`config.mk`:
```
export PLATFORM = sky130hd
export DESIGN_NAME = board_led_scanner_flat
export DESIGN_NICKNAME = d
export VERILOG_FILES = /design/src/rtl/board_led_scanner_if.sv /design/src/rtl/board_led_scanner.sv /design/src/flat_wrapper.sv
export SDC_FILE = /design/constraint.sdc
export NUM_CORES = 1
export LEC_CHECK = 0
export CORE_MARGIN = 4
export CORE_UTILIZATION = 55
export CTS_CLUSTER_DIAMETER = 30
export CTS_CLUSTER_SIZE = 12
export DETAILED_ROUTE_END_ITERATION = 10
export PLACE_DENSITY = 0.89
export RECOVER_POWER = 25
export SYNTH_ARGS = -nofsm -noshare
export SYNTH_HDL_FRONTEND = slang
export SYNTH_SLANG_ARGS = --single-unit
export TNS_END_PERCENT = 1
```
`constraint.sdc`:
```
create_clock -name clk -period 4.7 [get_ports clk]
set_input_delay 0.47 -clock clk [delete_from_list [all_inputs] [get_ports clk]]
set_output_delay 0.47 -clock clk [all_outputs]
set_load 0.005 [all_outputs]
```
`src/rtl/board_led_scanner_if.sv`:
```
// board_led_scanner_if: board state (pos1..pos9, win) toward the scanner and LED drive (row_n, red, green, frame_start) back; master = board side, slave = scanner
interface board_led_scanner_if;
  logic [1:0] pos1, pos2, pos3, pos4, pos5, pos6, pos7, pos8, pos9, win;
  logic [2:0] row_n, red, green;
  logic frame_start;
  modport master(
    output pos1, pos2, pos3, pos4, pos5, pos6, pos7, pos8, pos9, win,
    input row_n, red, green, frame_start
  );
  modport slave(
    input pos1, pos2, pos3, pos4, pos5, pos6, pos7, pos8, pos9, win,
    output row_n, red, green, frame_start
  );
endinterface

```
`src/rtl/board_led_scanner.sv`:
```
// board_led_scanner: 3x3 red/green row scan of a per-frame board snapshot with row blanking and winner blink; clk, reset (async active-low), bus (slave: pos1..pos9/win in, row_n/red/green/frame_start out)
module board_led_scanner #(
  parameter int SCAN_DIV = 50000,
  parameter int BLANK_CYC = 1000,
  parameter int BLINK_DIV = 64
) (
  input logic clk,
  input logic reset,
  board_led_scanner_if.slave bus
);
  localparam int CW = $clog2(SCAN_DIV);
  localparam int FW = BLINK_DIV > 1 ? $clog2(BLINK_DIV) : 1;
  typedef enum logic [1:0] {IDLE, BLANK, DRIVE} state_t;
  state_t state, state_nxt;
  logic [CW-1:0] cnt, cnt_nxt;
  logic [1:0] row, row_nxt;
  logic [FW-1:0] fcnt, fcnt_nxt;
  logic blink_on, blink_nxt;
  logic [8:0][1:0] pos_in, sp;
  logic [2:0][1:0] cells;
  logic [1:0] sw;
  logic snap, slot_end, frame_end, blink_wrap;
  logic [2:0] red_nxt, green_nxt;
  function automatic logic [1:0] lit(input logic [1:0] code, input logic [1:0] w, input logic on);
    logic hide;
    hide = !on && (w == 2'b11 ? code != 2'b00 : code == w && w != 2'b00);
    return hide ? 2'b00 : {code == 2'b10, code == 2'b01};
  endfunction
  assign pos_in = {bus.pos9, bus.pos8, bus.pos7, bus.pos6, bus.pos5, bus.pos4, bus.pos3, bus.pos2, bus.pos1};
  always_comb begin
    snap = cnt == '0 && row == 2'd0;
    slot_end = cnt == CW'(SCAN_DIV - 1);
    frame_end = state != IDLE && slot_end && row == 2'd2;
    blink_wrap = frame_end && fcnt == FW'(BLINK_DIV - 1);
    cnt_nxt = state == IDLE || slot_end ? '0 : cnt + 1'b1;
    row_nxt = state == IDLE || !slot_end ? row : row == 2'd2 ? 2'd0 : row + 2'd1;
    state_nxt = state == IDLE || cnt_nxt < CW'(BLANK_CYC) ? BLANK : DRIVE;
    fcnt_nxt = sw == 2'b00 || blink_wrap ? '0 : frame_end ? fcnt + 1'b1 : fcnt;
    blink_nxt = sw == 2'b00 ? 1'b1 : blink_wrap ? !blink_on : blink_on;
    cells = row == 2'd0 ? sp[2:0] : row == 2'd1 ? sp[5:3] : sp[8:6];
    {green_nxt[0], red_nxt[0]} = lit(cells[0], sw, blink_on);
    {green_nxt[1], red_nxt[1]} = lit(cells[1], sw, blink_on);
    {green_nxt[2], red_nxt[2]} = lit(cells[2], sw, blink_on);
  end
  always_ff @(posedge clk or negedge reset) begin
    if (!reset) begin
      state <= IDLE;
      cnt <= '0;
      row <= 2'd0;
      fcnt <= '0;
      blink_on <= 1'b1;
      sp <= '0;
      sw <= 2'b00;
      bus.row_n <= 3'b111;
      bus.red <= 3'b000;
      bus.green <= 3'b000;
      bus.frame_start <= 1'b0;
    end else begin
      state <= state_nxt;
      cnt <= cnt_nxt;
      row <= row_nxt;
      fcnt <= fcnt_nxt;
      blink_on <= blink_nxt;
      if (snap) begin
        sp <= pos_in;
        sw <= bus.win;
      end
      bus.frame_start <= state != IDLE && snap;
      bus.row_n <= state == DRIVE ? ~(3'b001 << row) : 3'b111;
      bus.red <= state == DRIVE ? red_nxt : 3'b000;
      bus.green <= state == DRIVE ? green_nxt : 3'b000;
    end
  end
endmodule

```
`src/flat_wrapper.sv`:
```
// flat-port wrapper written by rule: the top's interface ports become plain ports
module board_led_scanner_flat 
#(
  parameter int SCAN_DIV = 50000,
  parameter int BLANK_CYC = 1000,
  parameter int BLINK_DIV = 64
)
  (clk, reset, bus_pos1, bus_pos2, bus_pos3, bus_pos4, bus_pos5, bus_pos6, bus_pos7, bus_pos8, bus_pos9, bus_win, bus_row_n, bus_red, bus_green, bus_frame_start);
  board_led_scanner_if bus_i ();
  input logic clk;
  input logic reset;
  input wire logic [$bits(bus_i.pos1)-1:0] bus_pos1;
  input wire logic [$bits(bus_i.pos2)-1:0] bus_pos2;
  input wire logic [$bits(bus_i.pos3)-1:0] bus_pos3;
  input wire logic [$bits(bus_i.pos4)-1:0] bus_pos4;
  input wire logic [$bits(bus_i.pos5)-1:0] bus_pos5;
  input wire logic [$bits(bus_i.pos6)-1:0] bus_pos6;
  input wire logic [$bits(bus_i.pos7)-1:0] bus_pos7;
  input wire logic [$bits(bus_i.pos8)-1:0] bus_pos8;
  input wire logic [$bits(bus_i.pos9)-1:0] bus_pos9;
  input wire logic [$bits(bus_i.win)-1:0] bus_win;
  output wire logic [$bits(bus_i.row_n)-1:0] bus_row_n;
  output wire logic [$bits(bus_i.red)-1:0] bus_red;
  output wire logic [$bits(bus_i.green)-1:0] bus_green;
  output wire logic [$bits(bus_i.frame_start)-1:0] bus_frame_start;
  assign bus_i.pos1 = bus_pos1;
  assign bus_i.pos2 = bus_pos2;
  assign bus_i.pos3 = bus_pos3;
  assign bus_i.pos4 = bus_pos4;
  assign bus_i.pos5 = bus_pos5;
  assign bus_i.pos6 = bus_pos6;
  assign bus_i.pos7 = bus_pos7;
  assign bus_i.pos8 = bus_pos8;
  assign bus_i.pos9 = bus_pos9;
  assign bus_i.win = bus_win;
  assign bus_row_n = bus_i.row_n;
  assign bus_red = bus_i.red;
  assign bus_green = bus_i.green;
  assign bus_frame_start = bus_i.frame_start;
  board_led_scanner #(.SCAN_DIV(SCAN_DIV), .BLANK_CYC(BLANK_CYC), .BLINK_DIV(BLINK_DIV)) u_core (.clk(clk), .reset(reset), .bus(bus_i));
endmodule
```
Word-level counts from Yosys, hierarchy flattened
Cells that the tools add are included.
Storage, ports and cells
  logic and storage cells: 86
  register bits: 57
  bits in writable memories: 0
  memories kept: 0
  memory bits (read-only): 0
  output and inout bits: 10
  bits in latches: 0
Operators by class
  add/sub/neg operators: 3
  divide/modulo/power cells: 0
  order comparisons: 1
  $mul: 0
  mux-type cells: 18
  equality and inequality tests: 15
  shift-type cells: 1
  bitwise gates (word level): 1
  reduce and logical (&&, ||, !) cells: 28
Operator list (count)
  6-bit two-way mux: 4
  16-bit by 1-bit adder with 16-bit output (second input constant): 1
  16-bit == test (second input constant): 1
  16-bit zero test: 1
  16-bit by 10-bit less-than comparator with 1-bit output (second input constant): 1
  16-bit two-way mux: 1
  2-bit nonzero test: 7
  2-bit == test (second input constant): 6
  1-bit logical AND: 11
  2-bit two-way mux: 5
  3-bit two-way mux: 3
  2-bit by 1-bit == test with 1-bit output (second input constant): 4
  6-bit by 1-bit adder with 6-bit output (second input constant): 1
  2-bit == test: 3
  6-bit == test (second input constant): 1
  2-bit zero test: 3
  1-bit two-way mux: 5
  1-bit logical OR: 4
  3-bit inverter: 1
  1-bit by 2-bit << shifter with 3-bit output (first input constant): 1
  2-bit by 1-bit adder with 2-bit output (second input constant): 1
  1-bit zero test: 2

Logic depth before layout (Yosys ltp)
  depth in word-level cells: 9
  mapped depth: 8
  gate-level depth less buffers: 7

Worst setup path after synthesis
No wires, ideal clock.
  kind: flip-flop to flip-flop
  start: reg u_core.cnt[0]
  end: reg u_core.row[0]
  path buffers: 0
  stages on the path, launching flop included: 7
  data required time: 4.575 ns
  arrival time: 1.736 ns
  period minus slack after synthesis: 1.861 ns
  library setup time: 0.125 ns
  path slack: 2.839 ns
  path through: dfrtp_1 ha_1 and3_1 nand3_1 or2_2 nor2_1 mux2_2
On the way
  word-level cells in the longest chain between the ends: 3
RTL lines
  start, declared: RTL line board_led_scanner.sv:15  | logic [CW-1:0] cnt, cnt_nxt;
  start signal, assigned: RTL line board_led_scanner.sv:60  | cnt <= cnt_nxt;
  16-bit == test: RTL line board_led_scanner.sv:32  | slot_end = cnt == CW'(SCAN_DIV - 1);
  1-bit zero test: RTL line board_led_scanner.sv:36  | row_nxt = state == IDLE || !slot_end ? row : row == 2'd2 ? 2'd0 : row + 2'd1;
  1-bit logical OR: RTL line board_led_scanner.sv:36
  end signal, assigned: RTL line board_led_scanner.sv:61  | row <= row_nxt;
  end, declared: RTL line board_led_scanner.sv:16  | logic [1:0] row, row_nxt;
No other way between the ends.
A chain may end at the register's enable or synchronous reset.

==> parameters.txt <==
Parameter                              Value

Drt
  DRC viols    0
  Total Routed Length    5630 um
  DR vias/cell    5.82
  Total number of vias    2101
  ANT nets after route    0
  Starting DRC count in detailed routing    148
  Routed length per instance    15.6 um
  Count of TritonRoute iterations in the first routing pass    4

Logic synthesis
  Post-Syn Area    0.00279 mm2
  Number of synthesized flops with an enable pin    0
  Asr flop ratio synth    1.00
  Synth unique cells    44
  Warnings from Yosys    0
  Synthesized netlist cell count    257
  Mapped Nets    282
  Post-Syn Area per Cell    10.9 um2
  Number of synthesized register bits    57
  Part of the Yosys area used for sequential elements    0.513
  Dominant synthesized flop cell    dfrtp_1

STA
  Max-Slew Margin vs Limit    -0.951
  Final hold violations    0
  Setup repair after global routing missed its margin    false
  Clock period minus worst slack    2.84 ns
  Post-route clock skew    0.00882 ns
  Transition time at the pin with the least slew margin    2.93 ns
  Share of the clock period used by the worst path    0.605
  Setup TNS    0 ns
  Final setup violation count    0
  Final-report max-slew violation count    58
  Fmax achieved    0.352 GHz

Die
  Boundary Pins    32
  Chip height    79.2 um
  Full die area    0.00627 mm2
  Starting density of the core    0.579
  Row count    25
  Horizontal die dimension    79.2 um
  Area of the placeable core    0.00482 mm2

Power
  Largest voltage drop on the vdd net    222 uV
  Cell Pwr Density    299 mW/mm2
  Total leakage power    1.39 nW

Critical path
  Setup crit end kind    async pin
  Crit path DAT    2.64 ns
  Standard cell with the maximum stage delay on the critical path    clkbuf_1
  CP Cell Sequence    buf_2 > clkbuf_1
  Worst Setup Start Kind    input pin
  Longest individual stage delay on the worst path    2.06 ns
  Critical Setup Path Class    input pin to async pin
  WP buf/inv    2
  Family with the most delay on the worst path    buffers and inverters
  Worst Path Max Fanout    57
  WP data required    4.49 ns

Clocking
  Post-CTS setup repair buffer count    0
  Hold buffer count at cts    0
  H-tree levels    3
  Bufs on Longest Clock Path    2
  Clock-pin slew reported for the worst setup and hold paths after clock tree synthesis    0.06 ns
  Num CTS Buffers    9
  Clk root buf    clkbuf_8
  Number of sinks driven by the clock tree    57
  Clock tree from TritonCTS    built
  Count of instances resized after the clock tree is built    0
  Worst-skew pair later-pin latency    0.33 ns

Global routing
  Number of antenna violations at the first check in global routing    0
  Vias in the first global route    2054
  Maximum number of pins on one net before global-route repair    58
  Gr ovfl total    0
  GRT Total Usage    0.198
  Global-route wire length before repair    9450 um

Min path
  Type of the most critical hold path    register to register

Layout
  Post-layout utilization of the core    0.688
  Count of antenna diodes in the layout    0
  Fraction of final layout cells with drive strength greater than 1    0.177
  Reg area    0.00143 mm2
  Area of the multi-input gates    0.00127 mm2
  Final net count    314
  Fill count    368
  Area Overhead vs Synth    18.8%

Place
  Number of buffers added on ports    31
  Detail Placement HPWL    3900 um
  Placer Congestion    0.893

Outcome
  Run status    finished, violations left
  Failing checks    capacitance limit, slew limit

Flow run
  Max_cap viols    1
## per-layer routing
layer	track usage	wire length (um)
met4	0.112	155
met2	0.319	2830
met3	0.0385	216
met1	0.251	2430
met5	0	0
## metrics by stage
| stage | cell area [um2] | hold slack (ns) | setup WS, ns | power [mW] | std cells |
|---|---|---|---|---|---|
| after detailed placement | 3130 | 0.496 | 2.35 | 0.556 | 345 |
| after global placement | 3130 | 0.490 | 2.43 | 0.554 | 345 |
| after CTS | 3320 | 0.295 | 2.34 | 0.997 | 361 |
| after floorplan | 2790 | 0.174 | 2.84 | 0.524 | 257 |
| final | 3310 | 0.506 | 1.86 | 0.991 | 361 |
| after global routing | 3310 | 0.520 | 1.19 | 1.03 | 361 |
## path summary, 6_finish.rpt
path | start | end | slack [ns] | depth (start not counted)
max | reset | u_core.cnt[9]$_DFF_PN0_ | 1.86 | 2
min | u_core.sp[2]$_DFFE_PN0P_ | u_core.sp[2]$_DFFE_PN0P_ | 0.51 | 1
min in group asynchronous | reset | u_core.bus.green[1]$_DFF_PN0_ | 1.18 | 2
min reg2reg | u_core.sp[2]$_DFFE_PN0P_ | u_core.sp[2]$_DFFE_PN0P_ | 0.51 | 1
max in group clk | u_core.cnt[0]$_DFF_PN0_ | u_core.state[1]$_DFF_PN0_ | 2.34 | 6
max reg2reg | u_core.cnt[0]$_DFF_PN0_ | u_core.state[1]$_DFF_PN0_ | 2.34 | 6
## cells in the mapped netlist, drive strengths merged, types with 3 or more instances
master | count | area share
a21oi | 8 | 0.016
a311oi | 4 | 0.015
a31o | 3 | 0.0094
and3 | 3 | 0.0067
and3b | 3 | 0.0094
and4 | 3 | 0.0094
buf | 6 | 0.016
clkbuf | 6 | 0.0081
dfrtp | 53 | 0.48
dfstp | 4 | 0.038
ha | 3 | 0.013
inv | 6 | 0.0081
mux2 | 20 | 0.081
mux2i | 8 | 0.029
nand2 | 15 | 0.020
nand3 | 11 | 0.020
nand4 | 9 | 0.020
nor2 | 29 | 0.039
nor2b | 5 | 0.011
nor3 | 7 | 0.013
nor4 | 6 | 0.019
nor4b | 3 | 0.015
o21ai | 12 | 0.022
xnor2 | 10 | 0.031
xor2 | 4 | 0.013
## placed cells by master (no fill, tap or decap), types with 2 or more instances in the layout
cell type,synthesis,routed
nor4b_1,2,2
clkbuf_1,6,3
a21oi_1,7,7
dfrtp_1,53,53
dfstp_2,4,4
nor4_1,5,5
nor3b_1,2,2
nor2b_1,5,5
ha_1,3,3
mux2i_1,8,8
and3_1,3,3
clkbuf_8,0,10
nand2_1,15,15
o21ai_0,11,11
a31o_2,3,3
nand4_1,9,9
nand2b_1,2,2
nand3_1,11,11
o21ba_2,2,2
inv_1,6,6
or2_2,2,2
mux2_2,20,20
a311oi_1,3,3
xor2_1,4,4
and3b_1,3,3
nor3_1,7,7
xnor2_1,10,10
and4_1,3,3
nor2_1,29,29
clkdlybuf4s50_1,0,30
clkinv_2,0,3
## worst register-to-register path, cell delays in order, from the launching register on
cell and delay (ns):
dfrtp_1 0.42, ha_1 0.23, and3_1 0.28, nand3_1 0.16, or2_2 0.31, o21ai_1 0.57
o21ba_2 0.27
## cells by family (layout without fill, tap and decap cells)
family	count (synthesis)	after routing	synth area share
AND/OR/NAND/NOR	102	102	0.203
flip-flops	57	57	0.513
AO/OA/AOI/OAI	35	35	0.0848
multiplexers	28	28	0.109
buffers and inverters	18	55	0.0323
XOR/XNOR	14	14	0.0440
adder cells (fa/ha/maj)	3	3	0.0135
## power by group
part | total (mW) | internal [mW] | switching [mW]
Sequential | 0.505 | 0.500 | 0.00533
Clock | 0.445 | 0.257 | 0.189
Combinational | 0.0404 | 0.0227 | 0.0177
## sequential cells by signal, indices dropped and copies added (netlist names)
register / cells
u_core.bus.green: 3
u_core.bus.row_n: 3
u_core.bus.red: 3
u_core.fcnt: 6
u_core.state: 2
u_core.bus.frame_start: 1
u_core.sp: 18
u_core.row: 2
u_core.cnt: 16
u_core.blink_on: 1
u_core.sw: 2
## final cells by class
cell class                      instances  area share
Multi-Input combinational cell        182       0.383
Sequential cell                        57       0.432
Clock inverter                          4      0.0136
Timing Repair Buffer                   33      0.0956
Clock buffer                           12      0.0438
Inverter                                6     0.00680
Tap cell                               67      0.0253
(Power assumes the default switching activity.)
